`src/rtl/norm_shift_pipe_pkg.sv`:
```
// Shared constants and types for the FP adder normalization path.
package fp_add_pkg;
  localparam int FP_MANT_W = 28;
  localparam int FP_EXP_W  = 8;
  localparam logic [FP_EXP_W-1:0] FP_EXP_ONES = '1;
  localparam int FP_LZ_W = $clog2(FP_MANT_W - 1);
  typedef logic [FP_LZ_W-1:0] lz_t;
endpackage

```
`src/rtl/norm_shift_pipe_lopd.sv`:
```
// Leading-one position detector: 4-bit cells plus a nibble priority combine.
module lopd4 (
  input  logic [3:0] i_nib,
  output logic [1:0] o_pos,
  output logic       o_zero
);
  always_comb begin
    casez (i_nib)
      4'b1???: o_pos = 2'd0;
      4'b01??: o_pos = 2'd1;
      4'b001?: o_pos = 2'd2;
      default: o_pos = 2'd3;
    endcase
  end
  assign o_zero = ~|i_nib;
endmodule

module lopd_28bit #(
  parameter int W    = 27,
  parameter int LZ_W = 5
) (
  input  logic [W-1:0]    i_vec,
  output logic [LZ_W-1:0] o_lz,
  output logic            o_zero
);
  localparam int NIB  = (W + 3) / 4;
  localparam int PADW = NIB * 4;

  // Pad zeros below the LSB so the MSB nibble stays aligned with i_vec's MSB.
  logic [PADW-1:0]       w_pad;
  logic [NIB-1:0][1:0]   w_pos;
  logic [NIB-1:0]        w_nzero;

  assign w_pad = PADW'(i_vec) << (PADW - W);

  lopd4 u_cell [NIB-1:0] (
    .i_nib  (w_pad),
    .o_pos  (w_pos),
    .o_zero (w_nzero)
  );

  // Higher nibbles overwrite lower ones, so the most significant non-zero nibble wins.
  always_comb begin
    o_lz = '0;
    for (int k = 0; k < NIB; k++) begin
      if (!w_nzero[k]) o_lz = LZ_W'((NIB - 1 - k) * 4) + LZ_W'(w_pos[k]);
    end
  end
  assign o_zero = &w_nzero;
endmodule

```
`src/rtl/norm_shift_pipe.sv`:
```
// Two-stage post-add normalizer: S1 captures operands plus leading-zero count,
// S2 applies the shift, adjusts the exponent and classifies the result.
module norm_shift_pipe
  import fp_add_pkg::*;
#(
  parameter int MANT_W = FP_MANT_W,
  parameter int EXP_W  = FP_EXP_W
) (
  input  logic              i_clk,
  input  logic              i_rst_n,
  input  logic              i_valid,
  output logic              o_ready,
  input  logic              i_sign,
  input  logic [EXP_W-1:0]  i_exp,
  input  logic [MANT_W-1:0] i_mant,
  output logic              o_valid,
  input  logic              i_ready,
  output logic              o_sign,
  output logic [EXP_W-1:0]  o_exp,
  output logic [MANT_W-2:0] o_mant,
  output logic              o_zero,
  output logic              o_overflow,
  output logic              o_underflow
);
  localparam int LZ_W = $bits(lz_t);
  localparam logic [EXP_W-1:0] EXP_ONES = EXP_W'(FP_EXP_ONES);
  localparam logic [EXP_W-1:0] EXP_ONE  = EXP_W'(1);
  localparam logic [EXP_W-1:0] EXP_PRE  = EXP_ONES - EXP_ONE;

  lz_t               w_lz;
  logic              w_lo_zero;
  logic              w_s1_adv;
  logic              w_in_fire;

  logic              r1_vld, r1_sign, r1_lo_zero;
  logic [EXP_W-1:0]  r1_exp;
  logic [MANT_W-1:0] r1_mant;
  lz_t               r1_lz;

  logic              r2_vld, r2_sign, r2_zero, r2_ovf, r2_udf;
  logic [EXP_W-1:0]  r2_exp;
  logic [MANT_W-2:0] r2_mant;

  logic [EXP_W-1:0]  w_lz_ext, w_sh, w_exp_n;
  logic [MANT_W-2:0] w_mant_n;
  logic              w_zero_n, w_ovf_n, w_udf_n;

  lopd_28bit #(.W(MANT_W - 1), .LZ_W(LZ_W)) u_lopd (
    .i_vec  (i_mant[MANT_W-2:0]),
    .o_lz   (w_lz),
    .o_zero (w_lo_zero)
  );

  assign w_s1_adv  = ~r2_vld | i_ready;
  assign o_ready   = ~r1_vld | w_s1_adv;
  assign w_in_fire = i_valid & o_ready;

  always_ff @(posedge i_clk) begin
    if (!i_rst_n) begin
      r1_vld     <= 1'b0;
      r1_sign    <= 1'b0;
      r1_exp     <= '0;
      r1_mant    <= '0;
      r1_lz      <= '0;
      r1_lo_zero <= 1'b0;
    end else if (w_in_fire) begin
      r1_vld     <= 1'b1;
      r1_sign    <= i_sign;
      r1_exp     <= i_exp;
      r1_mant    <= i_mant;
      r1_lz      <= w_lz;
      r1_lo_zero <= w_lo_zero;
    end else if (w_s1_adv) begin
      r1_vld     <= 1'b0;
    end
  end

  assign w_lz_ext = EXP_W'(r1_lz);

  always_comb begin
    w_exp_n  = '0;
    w_mant_n = '0;
    w_zero_n = 1'b0;
    w_ovf_n  = 1'b0;
    w_udf_n  = 1'b0;
    w_sh     = '0;
    if (r1_mant[MANT_W-1]) begin
      if (r1_exp >= EXP_PRE) begin
        w_exp_n = EXP_ONES;
        w_ovf_n = 1'b1;
      end else begin
        w_exp_n  = r1_exp + EXP_ONE;
        w_mant_n = {r1_mant[MANT_W-1:2], |r1_mant[1:0]};
      end
    end else if (r1_lo_zero) begin
      w_zero_n = 1'b1;
    end else if (r1_exp > w_lz_ext) begin
      w_mant_n = r1_mant[MANT_W-2:0] << r1_lz;
      w_exp_n  = r1_exp - w_lz_ext;
    end else begin
      // Subnormal: shift only until the exponent would reach 1, then encode as 0.
      w_sh     = (r1_exp == '0) ? '0 : r1_exp - EXP_ONE;
      w_mant_n = r1_mant[MANT_W-2:0] << w_sh;
      w_udf_n  = 1'b1;
    end
  end

  always_ff @(posedge i_clk) begin
    if (!i_rst_n) begin
      r2_vld  <= 1'b0;
      r2_sign <= 1'b0;
      r2_exp  <= '0;
      r2_mant <= '0;
      r2_zero <= 1'b0;
      r2_ovf  <= 1'b0;
      r2_udf  <= 1'b0;
    end else if (w_s1_adv) begin
      r2_vld <= r1_vld;
      if (r1_vld) begin
        r2_sign <= r1_sign;
        r2_exp  <= w_exp_n;
        r2_mant <= w_mant_n;
        r2_zero <= w_zero_n;
        r2_ovf  <= w_ovf_n;
        r2_udf  <= w_udf_n;
      end
    end
  end

  assign o_valid     = r2_vld;
  assign o_sign      = r2_sign;
  assign o_exp       = r2_exp;
  assign o_mant      = r2_mant;
  assign o_zero      = r2_zero;
  assign o_overflow  = r2_ovf;
  assign o_underflow = r2_udf;
endmodule

```
`config.mk`:
```
export PLATFORM = sky130hd
export DESIGN_NAME = norm_shift_pipe
export DESIGN_NICKNAME = d
export VERILOG_FILES = /design/src/rtl/norm_shift_pipe_pkg.sv /design/src/rtl/norm_shift_pipe_lopd.sv /design/src/rtl/norm_shift_pipe.sv
export SDC_FILE = /design/constraint.sdc
export NUM_CORES = 1
export LEC_CHECK = 0
export BUFFER_PORTS_ARGS = -buffer_cell sky130_fd_sc_hd__buf_4
export CORE_MARGIN = 8
export CORE_UTILIZATION = 30
export CTS_BUF_LIST = sky130_fd_sc_hd__clkbuf_16
export CTS_CLUSTER_DIAMETER = 30
export DETAILED_ROUTE_END_ITERATION = 10
export PLACE_DENSITY_LB_ADDON = 0.2
export SETUP_SLACK_MARGIN = 0.05
export SLEW_MARGIN = 20
export SYNTH_ARGS = -nofsm -noshare
export SYNTH_HDL_FRONTEND = slang
export SYNTH_SLANG_ARGS = --single-unit
export TNS_END_PERCENT = 50
```
`constraint.sdc`:
```
create_clock -name i_clk -period 3.9 [get_ports i_clk]
set_input_delay 0.585 -clock i_clk [delete_from_list [all_inputs] [get_ports i_clk]]
set_output_delay 0.585 -clock i_clk [all_outputs]
set_load 0.02 [all_outputs]
```
# After elaboration in Yosys (flattened, before gate mapping)
# Index checks and enable logic that the tools add are counted.
# classes
add_sub_neg	9
n_mul	0
n_div	0
order_cmp	2
n_eq_ne	14
n_shift	2
n_mux	32
bitwise_logic	5
reduce_logical	19
# op_table
cell	count
two-way mux 27 bit	4
case mux 2 bit (3 select lines)	7
two-way mux 8 bit	5
two-way mux 5 bit	7
<< shifter 27 x 5 -> 27 bit	1
<< shifter 27 x 8 -> 27 bit	1
OR reduction 4 bit	6
== test 3 x 1 -> 1 bit, second input constant	7
== test 2 x 1 -> 1 bit, second input constant	7
adder 4 x 2 -> 5 bit, first input constant	2
adder 5 x 2 -> 5 bit, first input constant	2
two-way mux 1 bit	9
adder 8 x 1 -> 8 bit, second input constant	1
greater-or-equal comparator 8 bit, second input constant	1
> comparator 8 x 5 -> 1 bit	1
zero test 8 bit	1
subtractor 8 x 1 -> 8 bit, second input constant	1
subtractor 8 x 5 -> 8 bit	1
zero test 1 bit	7
AND reduction 7 bit	1
adder 4 x 3 -> 5 bit, first input constant	1
adder 3 x 2 -> 4 bit, first input constant	1
OR reduction 3 bit	1
NOT 1 bit	2
5 further kinds	6
# totals
reg_bits	84
latch_bits	0
ramBits	0
romBits	0
input_bits	41
wordCells	96
n_memories	0

# Longest topological paths before layout
# Gate-level depths: netlist of the first run.
# logic_depth
ltp_word	10
ltp_mapped	17

# Cells and area by module
# A second synthesis of the first run with hierarchy kept.
# unflattened
cells_unflattened	795
area_unflattened_um2	6099.6
# modules_own_cells
module	n_inst	cells_each	area_each_um2	seq_area_each_um2
norm_shift_pipe	1	735	5718.0	1681.6
lopd_28bit	1	32	206.4	0.0
lopd4	7	4	25.0	0.0

# Worst setup path after synthesis of the first run
# No wires, ideal clock.
# synth_path
kind	register -> register
startpoint	reg r1_exp[0]
endpoint	reg r2_mant[14] (netlist: o_mant[14])
setup_time_ps	119
arrival_ps	3156
t_required_ps	3781
slack_ps	626
stages_incl_launch_ff	17
path_buffers	4
period_less_slack_ps	3274
path_cell_list	dfxtp_1 > clkbuf_1 > inv_1 > ha_1 > inv_1 > fa_1 > a21o_1 > a211oi_1 > o21ai_0 > and2_1 > buf_6 > buf_8 > buf_4 > mux2i_1 > a221oi_1 > o21ai_0 > o221a_1
# synth_via
elab_chain_cells	6
elab_cells_between_ends	10
cone_classes	add/sub: 1; order compare: 2; shift: 1; mux: 5; reduce/logical: 1
# synth_lines
item	line	text
from (decl)	norm_shift_pipe.sv:36	logic [EXP_W-1:0] r1_exp;
from (signal assigned)	norm_shift_pipe.sv:69	r1_exp <= i_exp;
subtractor 8 x 1 -> 8 bit / zero test 8 bit (equally long branches)	norm_shift_pipe.sv:102	w_sh = (r1_exp == '0) ? '0 : r1_exp - EXP_ONE;
two-way mux 8 bit	norm_shift_pipe.sv:102	
<< shifter 27 x 8 -> 27 bit	norm_shift_pipe.sv:103	w_mant_n = r1_mant[MANT_W-2:0] << w_sh;
two-way mux 27 bit	norm_shift_pipe.sv:97	end else if (r1_exp > w_lz_ext) begin
two-way mux 27 bit	norm_shift_pipe.sv:95	end else if (r1_lo_zero) begin
two-way mux 27 bit *	norm_shift_pipe.sv:87	if (r1_mant[MANT_W-1]) begin
to (signal assigned)	norm_shift_pipe.sv:122	r2_mant <= w_mant_n;
to (decl)	norm_shift_pipe.sv:42	logic [MANT_W-2:0] r2_mant;
# Mark *: on every way between the ends. The rest lies on a longest branch, timed or not.
# A chain may end at the register's enable or synchronous reset.

# Worst setup path after layout of the first run
# layout_path
startpoint	reg r1_lz[0]
endpoint	reg r2_mant[9] (netlist: o_mant[9])
# layout_via
elab_chain_cells	4
elab_cells_between_ends	5
cone_classes	order compare: 1; shift: 1; mux: 3
# layout_lines
item	line	text
from (decl)	norm_shift_pipe.sv:38	lz_t r1_lz;
from (signal assigned)	norm_shift_pipe.sv:71	r1_lz <= w_lz;
> comparator 8 x 5 -> 1 bit / << shifter 27 x 5 -> 27 bit (equally long branches)	norm_shift_pipe.sv:97, norm_shift_pipe.sv:98	
two-way mux 27 bit *	norm_shift_pipe.sv:97	
two-way mux 27 bit *	norm_shift_pipe.sv:95	
two-way mux 27 bit *	norm_shift_pipe.sv:87	
# Marked as above.

==> results of run 1 <==
## registers in the layout, indices dropped and copies added, names as in the netlist
name and flops:
o_zero 1, o_overflow 1, o_exp 8, o_sign 1, r1_exp 8, o_mant 27, r1_mant 28, r1_sign 1
o_valid 1, r1_vld 1, r1_lz 5, r1_lo_zero 1, o_underflow 1
## final cells by class
cell class,count,share of cell area
Clock buffer,9,0.0311
Clock inverter,7,0.0112
Inverter,21,0.0109
Multi-Input combinational cell,628,0.552
Sequential cell,84,0.232
Tap cell,270,0.0466
Timing Repair Buffer,109,0.116
## per-stage QoR
step | setup slack [ns] | util | instance area [sq um] | instances
after global routing | 0.110 | 0.363 | 7250 | 1128
after detailed placement | 0.427 | 0.348 | 6950 | 1112
after CTS | 0.395 | 0.363 | 7250 | 1128
after floorplan | 0.626 | - | 6040 | 792
after global placement | 0.470 | 0.348 | 6950 | 1112
final | 0.365 | 0.363 | 7250 | 1128
## routing by layer
metal,share of wire,vias up
met5,0,-
met4,0.019,0
met3,0.071,32
met2,0.42,245
met1,0.49,2929
li1,-,3037
## cell families (layout without fill, tap and decap cells)
logic type / after synthesis / in the layout / synth area share
and+or+nand+nor: 291 / 291 / 0.231
AOI/OAI and AO/OA: 282 / 282 / 0.335
DFF: 84 / 84 / 0.278
buffers and inverters: 80 / 146 / 0.0591
muxes: 36 / 36 / 0.0617
adders and majority gates: 10 / 10 / 0.0220
xor gates and xnor gates: 9 / 9 / 0.0131
## placed cells by master, fill, tap and decap left out, types with 6 or more instances in the layout
cell type and instances:
a211oi_1 13, o21ai_0 37, ha_1 9, a221oi_1 16
xor2_1 6, nand3_1 22, and3_1 7, dfxtp_1 84
o31ai_1 8, clkbuf_16 9, mux2i_1 29, nor2b_1 13
mux2_2 6, nand2_1 131, nor2_1 45, a21oi_1 57
o211ai_1 12, o211a_1 8, nor3_1 15, inv_1 21
and2_1 7, nand2b_1 8, o22ai_1 6, or3_1 7
buf_4 107, a31oi_1 11, a21boi_0 46, o21ai_1 7
## report_power, final
part / switching (mW) / internal, mW
clock: 0.391 / 0.508
sequential: 0.0737 / 0.913
combinational: 0.658 / 0.419
total: 1.12 / 1.84
## worst max path at each step
stage	start	endpoint	slack [ns]	cells past startpoint
floorplan	r1_exp[0]$_SDFFE_PN0P_	o_mant[14]$_SDFFE_PN0P_	0.63	16
global placement	r1_lz[0]$_SDFFE_PN0P_	o_mant[22]$_SDFFE_PN0P_	0.47	13
detailed placement	r1_lz[0]$_SDFFE_PN0P_	o_mant[9]$_SDFFE_PN0P_	0.43	13
CTS	r1_lz[0]$_SDFFE_PN0P_	o_mant[9]$_SDFFE_PN0P_	0.39	13
global route	r1_lz[0]$_SDFFE_PN0P_	o_mant[22]$_SDFFE_PN0P_	0.11	13
finish	r1_lz[0]$_SDFFE_PN0P_	o_mant[9]$_SDFFE_PN0P_	0.36	13
## worst max-delay path, delay by kind of cell (launching register included)
family | cells | cell delay, ns
compound gates | 7 | 1.67
fa+ha+maj | 2 | 0.62
buf+inv | 2 | 0.25
flops | 1 | 0.40
mux | 1 | 0.22
simple gates | 1 | 0.28
==> impl_results.md, run 1 <==
- Status: finished clean
- DR WL/cell: 19.3 microns
- Core box area: 0.0200 sq mm
- CP most frequent cell: o221ai_1
- Reg area: 0.00168 sq mm
- Hold_sp: o_underflow$_SDFFE_PN0P_
- Worst-margin pin slew: 0.741 ns
- Hold Violations, Final: 0
- Post-synth ARST share: 0
- Post_cts resized: 0
- Max-cap violation count: 0
- Slew Viols, Final: 0
- Reg-to-Reg Start: r1_lz[0]$_SDFFE_PN0P_
- Min-Delay Path Class: reg2reg
- Post-route DRC: 0
- Vias in the first global route: 5802
- Io pins: 82
- Critical Path RT: 4.15 ns
- Critical path launch point type: register
- Final worst path period share: 0.907
- Worst Hold Endpoint: o_underflow$_SDFFE_PN0P_
- Die area: 0.0249 sq mm
- Gr busiest metal: met2
- Clock skew: 0.00974 ns
- Cell taking the most area after synthesis: dfxtp_1
- Seq/Total Area, Yosys: 0.278
- Netlist cell types: 84
- Total Wirelength: 21700 microns
- Top cells by area, synth: dfxtp_1, nand2_1, a21boi_0
- Yosys warning total: 0
- Max frequency: 283 MHz
- Top cells by count, synth: nand2_1, dfxtp_1, a21oi_1, a21boi_0, nor2_1
- M1 GR Usage: 0.249
- Worst Path Max Fanout: 28
- IO buf count: 81
- Postcts setup bufs: 0
- Worst vdd ir: 194 uV
- Worst hold margin: 0.463 ns
- Top-count cell post-synth: nand2_1
- Total power: 2.96 mW
- Syn Area/Cell: 7.62 sq um
- Worst Reg-to-Reg Cells: 13
- Final setup fails: 0
- Leakage Power: 2.94 nW
- Die X-Extent: 158 microns
- GRT overflow: 0
- Clock transition at path regs: 0.06 ns
- # clock sinks: 84
- Synth Register Bits: 84
- CP Class: reg2reg
- Final HPWL DP: 16400 microns
- FILL cells: 2161
- RSZ-0062 raised after global routing: false
- ANT nets after route: 0
- R2r setup slk: 0.36 ns
- DR vias/cell: 5.53
- Clk root buf: clkbuf_16
- RePlAce Congestion: 0.932
- Main synth FF type: dfxtp_1
- Hold Path Cell Cnt: 2
- Num CTS Buffers: 9
- Pre-antenna DRT Iters: 5
- Area of the multi-input gates: 0.00401 sq mm
- CTS tree: built
- GR met2 Demand/Resource: 0.251
- Die H: 158 microns
- CTS Hold Bufs: 0
- Via count: 6243
- Layout net count: 904
- Drt initial violations: 577
- CP max stage cell: fa_1
- Net Count, Synth: 843
- Growth of design area from synthesis to finish: 20.1%
- CP Capture Type: register
- Pin count of the biggest net entering global routing: 86
- FF-to-FF End: o_mant[9]$_SDFFE_PN0P_
- Pwr dens: 408 mW/mm^2
- Slew headroom: 0.506
- Number of synthesized flops with an enable pin: 0
- Post-Syn Instances: 792
- ANT cells: 0
- Fin Setup TNS: 0 ns
- Worst EP arrival: 3.78 ns
- Starting Density: 0.302
- H-tree depth: 3
- Crit-path max cell delay: 0.42 ns
- Cell Area, Synth: 0.00604 sq mm
- Row count: 52
- Clock Path Buffers: 2
- Layout cell share with drive strength beyond 1: 0.192
- Worst-path cell chain: ha_1 > inv_1 > fa_1 > a21o_1 > a211oi_1 > o21ai_0 > and2_1 > buf_12 > mux2i_1 > o22ai_2 > o221ai_1 > o221ai_1 > o211a_1
- GRT Overall Usage: 0.174
- Grt met3 use: 0.0401
- Post-layout min period: 3.54 ns
- Clock latency on the worst-skew pair: 0.36 ns
- Synth top area share: 0.278
- Initial antenna violation count: 0
- First-pass GRT wire length: 33500 microns
(Power assumes the default switching activity.)
==> inputs of run 2 (changes only) <==
--- a/config.mk
+++ b/config.mk
@@ -7,7 +7,7 @@
 export LEC_CHECK = 0
 export BUFFER_PORTS_ARGS = -buffer_cell sky130_fd_sc_hd__buf_4
 export CORE_MARGIN = 8
-export CORE_UTILIZATION = 30
+export CORE_UTILIZATION = 59
 export CTS_BUF_LIST = sky130_fd_sc_hd__clkbuf_16
 export CTS_CLUSTER_DIAMETER = 30
 export DETAILED_ROUTE_END_ITERATION = 10
==> impl_results.md, run 2 (same netlist as run 1, synthesis figures left out) <==
- Via count: 6584 (+5.5%)
- Worst-margin pin slew: 0.922 ns (+0.182 ns)
- IO buf count: 81 (unchanged)
- Vias in the first global route: 6095 (+5.0%)
- Clock transition at path regs: 0.06 ns (about the same)
- Clk root buf: clkbuf_16
- Leakage Power: 2.88 nW (-1.9%)
- Area of the multi-input gates: 0.00401 sq mm (unchanged)
- Status: finished clean
- Worst Hold Endpoint: o_sign$_SDFFE_PN0P_
- Slew Viols, Final: 0 (unchanged)
- GRT Overall Usage: 0.301 (+0.127)
- Max-cap violation count: 0 (unchanged)
- Worst Path Max Fanout: 21 (-25%)
- First-pass GRT wire length: 31900 microns (-4.9%)
- Io pins: 82 (unchanged)
- Grt met3 use: 0.0888 (+0.0486)
- Drt initial violations: 890 (+54%)
- ANT cells: 0 (unchanged)
- Post_cts resized: 0 (unchanged)
- Final setup fails: 0 (unchanged)
- Worst EP arrival: 3.79 ns (about the same)
- FF-to-FF End: o_mant[21]$_SDFFE_PN0P_
- Critical Path RT: 4.13 ns (-0.02 ns)
- FILL cells: 851 (-61%)
- H-tree depth: 3 (unchanged)
- Post-layout min period: 3.56 ns (+0.0244 ns)
- GR met2 Demand/Resource: 0.442 (+0.191)
- Hold_sp: o_sign$_SDFFE_PN0P_
- Slew headroom: 0.385 (-0.121)
- Dpl cells: 971 (-13%)
- Worst vdd ir: 261 uV (+35%)
- ANT nets after route: 0 (unchanged)
- Reg-to-Reg Start: r1_exp[1]$_SDFFE_PN0P_
- Row count: 37 (-29%)
- Gr busiest metal: met2
- Core box area: 0.0101 sq mm (-49%)
- CP Class: reg2reg
- RePlAce Congestion: 1.05 (+13%)
- Most frequent cells in the layout: nand2_1, buf_4, dfxtp_1
- Max frequency: 281 MHz (-0.68%)
- Fin Setup TNS: 0 ns (unchanged)
- Hold Path Cell Cnt: 2 (unchanged)
- Die X-Extent: 117 microns (-26%)
- # clock sinks: 84 (unchanged)
- Final WS setup: 0.340 ns (-0.0244 ns)
- Post-route DRC: 0 (unchanged)
- Clock skew: 0.0127 ns (+0.00292 ns)
- R2r setup slk: 0.34 ns (-0.02 ns)
- DR WL/cell: 20.7 microns (+7.4%)
- Place WS: 0.387 ns (-0.0398 ns)
- Postcts setup bufs: 0 (unchanged)
- Reg area: 0.00168 sq mm (unchanged)
- Num CTS Buffers: 9 (unchanged)
- Total Wirelength: 20400 microns (-6.0%)
- Starting Density: 0.596 (+0.293)
- Max reg flops: 28 (unchanged)
- Growth of design area from synthesis to finish: 16.1%
- M1 GR Usage: 0.404 (+0.155)
- Die area: 0.0137 sq mm (-45%)
- Largest reg by FF count: r1_mant
- Final worst path period share: 0.913 (+0.00625)
- Commonest non-fill, non-tap cell in the layout: nand2_1
- DR vias/cell: 6.67 (+21%)
- Final HPWL DP: 15100 microns (-8.4%)
- Layout cell share with drive strength beyond 1: 0.184 (-0.00782)
- Pre-antenna DRT Iters: 6 (+1)
- Hold Violations, Final: 0 (unchanged)
- Pin count of the biggest net entering global routing: 86 (unchanged)
- RSZ-0062 raised after global routing: false
- Worst Reg-to-Reg Cells: 11 (-2)
- Worst hold margin: 0.465 ns (+0.00211 ns)
- Layout net count: 897 (-0.77%)
- GRT overflow: 0 (unchanged)
- CTS Hold Bufs: 0 (unchanged)
- Clock latency on the worst-skew pair: 0.34 ns (-0.02 ns)
- Min-Delay Path Class: reg2reg
- CP Capture Type: register
- CTS tree: built
- Initial antenna violation count: 1 (+1)
- Die H: 117 microns (-26%)
- Clock Path Buffers: 2 (unchanged)
- Critical path launch point type: register
- Pwr dens: 414 mW/mm^2 (+1.3%)
- Finished Layout Cells: 987 (-13%)
run 2: cell types whose count changed in the layout (fill, tap and decap cells not counted), sizes merged:
| cell | delta |
|---|---|
| buf | -7 |
| inv | -2 |
| clkinvlp | +3 |
| clkinv | -1 |
run 2: worst max path at each step:
stage	from	to	slack (ns)	cells after the start
2_1_floorplan	r1_exp[0]$_SDFFE_PN0P_	o_mant[14]$_SDFFE_PN0P_	0.63	16
3_3_place_gp	r1_exp[4]$_SDFFE_PN0P_	o_mant[21]$_SDFFE_PN0P_	0.47	11
3_5_place_dp	r1_exp[4]$_SDFFE_PN0P_	o_mant[21]$_SDFFE_PN0P_	0.39	11
4_1_cts	r1_lz[4]$_SDFFE_PN0P_	o_mant[21]$_SDFFE_PN0P_	0.36	12
5_1_grt	r1_exp[4]$_SDFFE_PN0P_	o_mant[21]$_SDFFE_PN0P_	0.12	11
6_report	r1_exp[1]$_SDFFE_PN0P_	o_mant[21]$_SDFFE_PN0P_	0.34	11
run 2: area by class of cell:
cell class | count | area share
multi-input combinational | 628 | 0.571
sequential | 84 | 0.240
timing repair buffer | 102 | 0.111
clock buffer | 9 | 0.0321
tap | 136 | 0.0243
inverter | 21 | 0.0112
clock inverter | 7 | 0.0105
run 2: per-stage QoR:
| step | util | power, mW | cell area, sq um |
|---|---|---|---|
| finish | 0.692 | 2.90 | 7010 |
| global route | 0.692 | 3.03 | 7010 |
| CTS | 0.692 | 2.88 | 7010 |
| detailed placement | 0.662 | 2.02 | 6710 |
| global placement | 0.662 | 2.01 | 6710 |
| floorplan | - | 1.71 | 6040 |
run 2: critical path, cell delays in order, from the launching register on:
cell and delay [ns]:
dfxtp_1 0.68, ha_1 0.34, nand4_1 0.21, mux2i_1 0.15, o21ai_0 0.38, and2_1 0.45
buf_12 0.23, mux2i_1 0.33, o21ai_0 0.15, o211ai_1 0.16, o2111ai_1 0.17, o2111a_1 0.17
run 2: per-layer routing:
metal / vias up / part of all wire
li1: 3026 / -
met1: 3035 / 0.43
met2: 449 / 0.42
met3: 72 / 0.12
met4: 2 / 0.031
met5: - / 0.00064
run 2: where the power goes:
part	internal, mW	switching, mW
clock network	0.498	0.362
logic	0.402	0.649
registers	0.913	0.0763
total	1.81	1.09
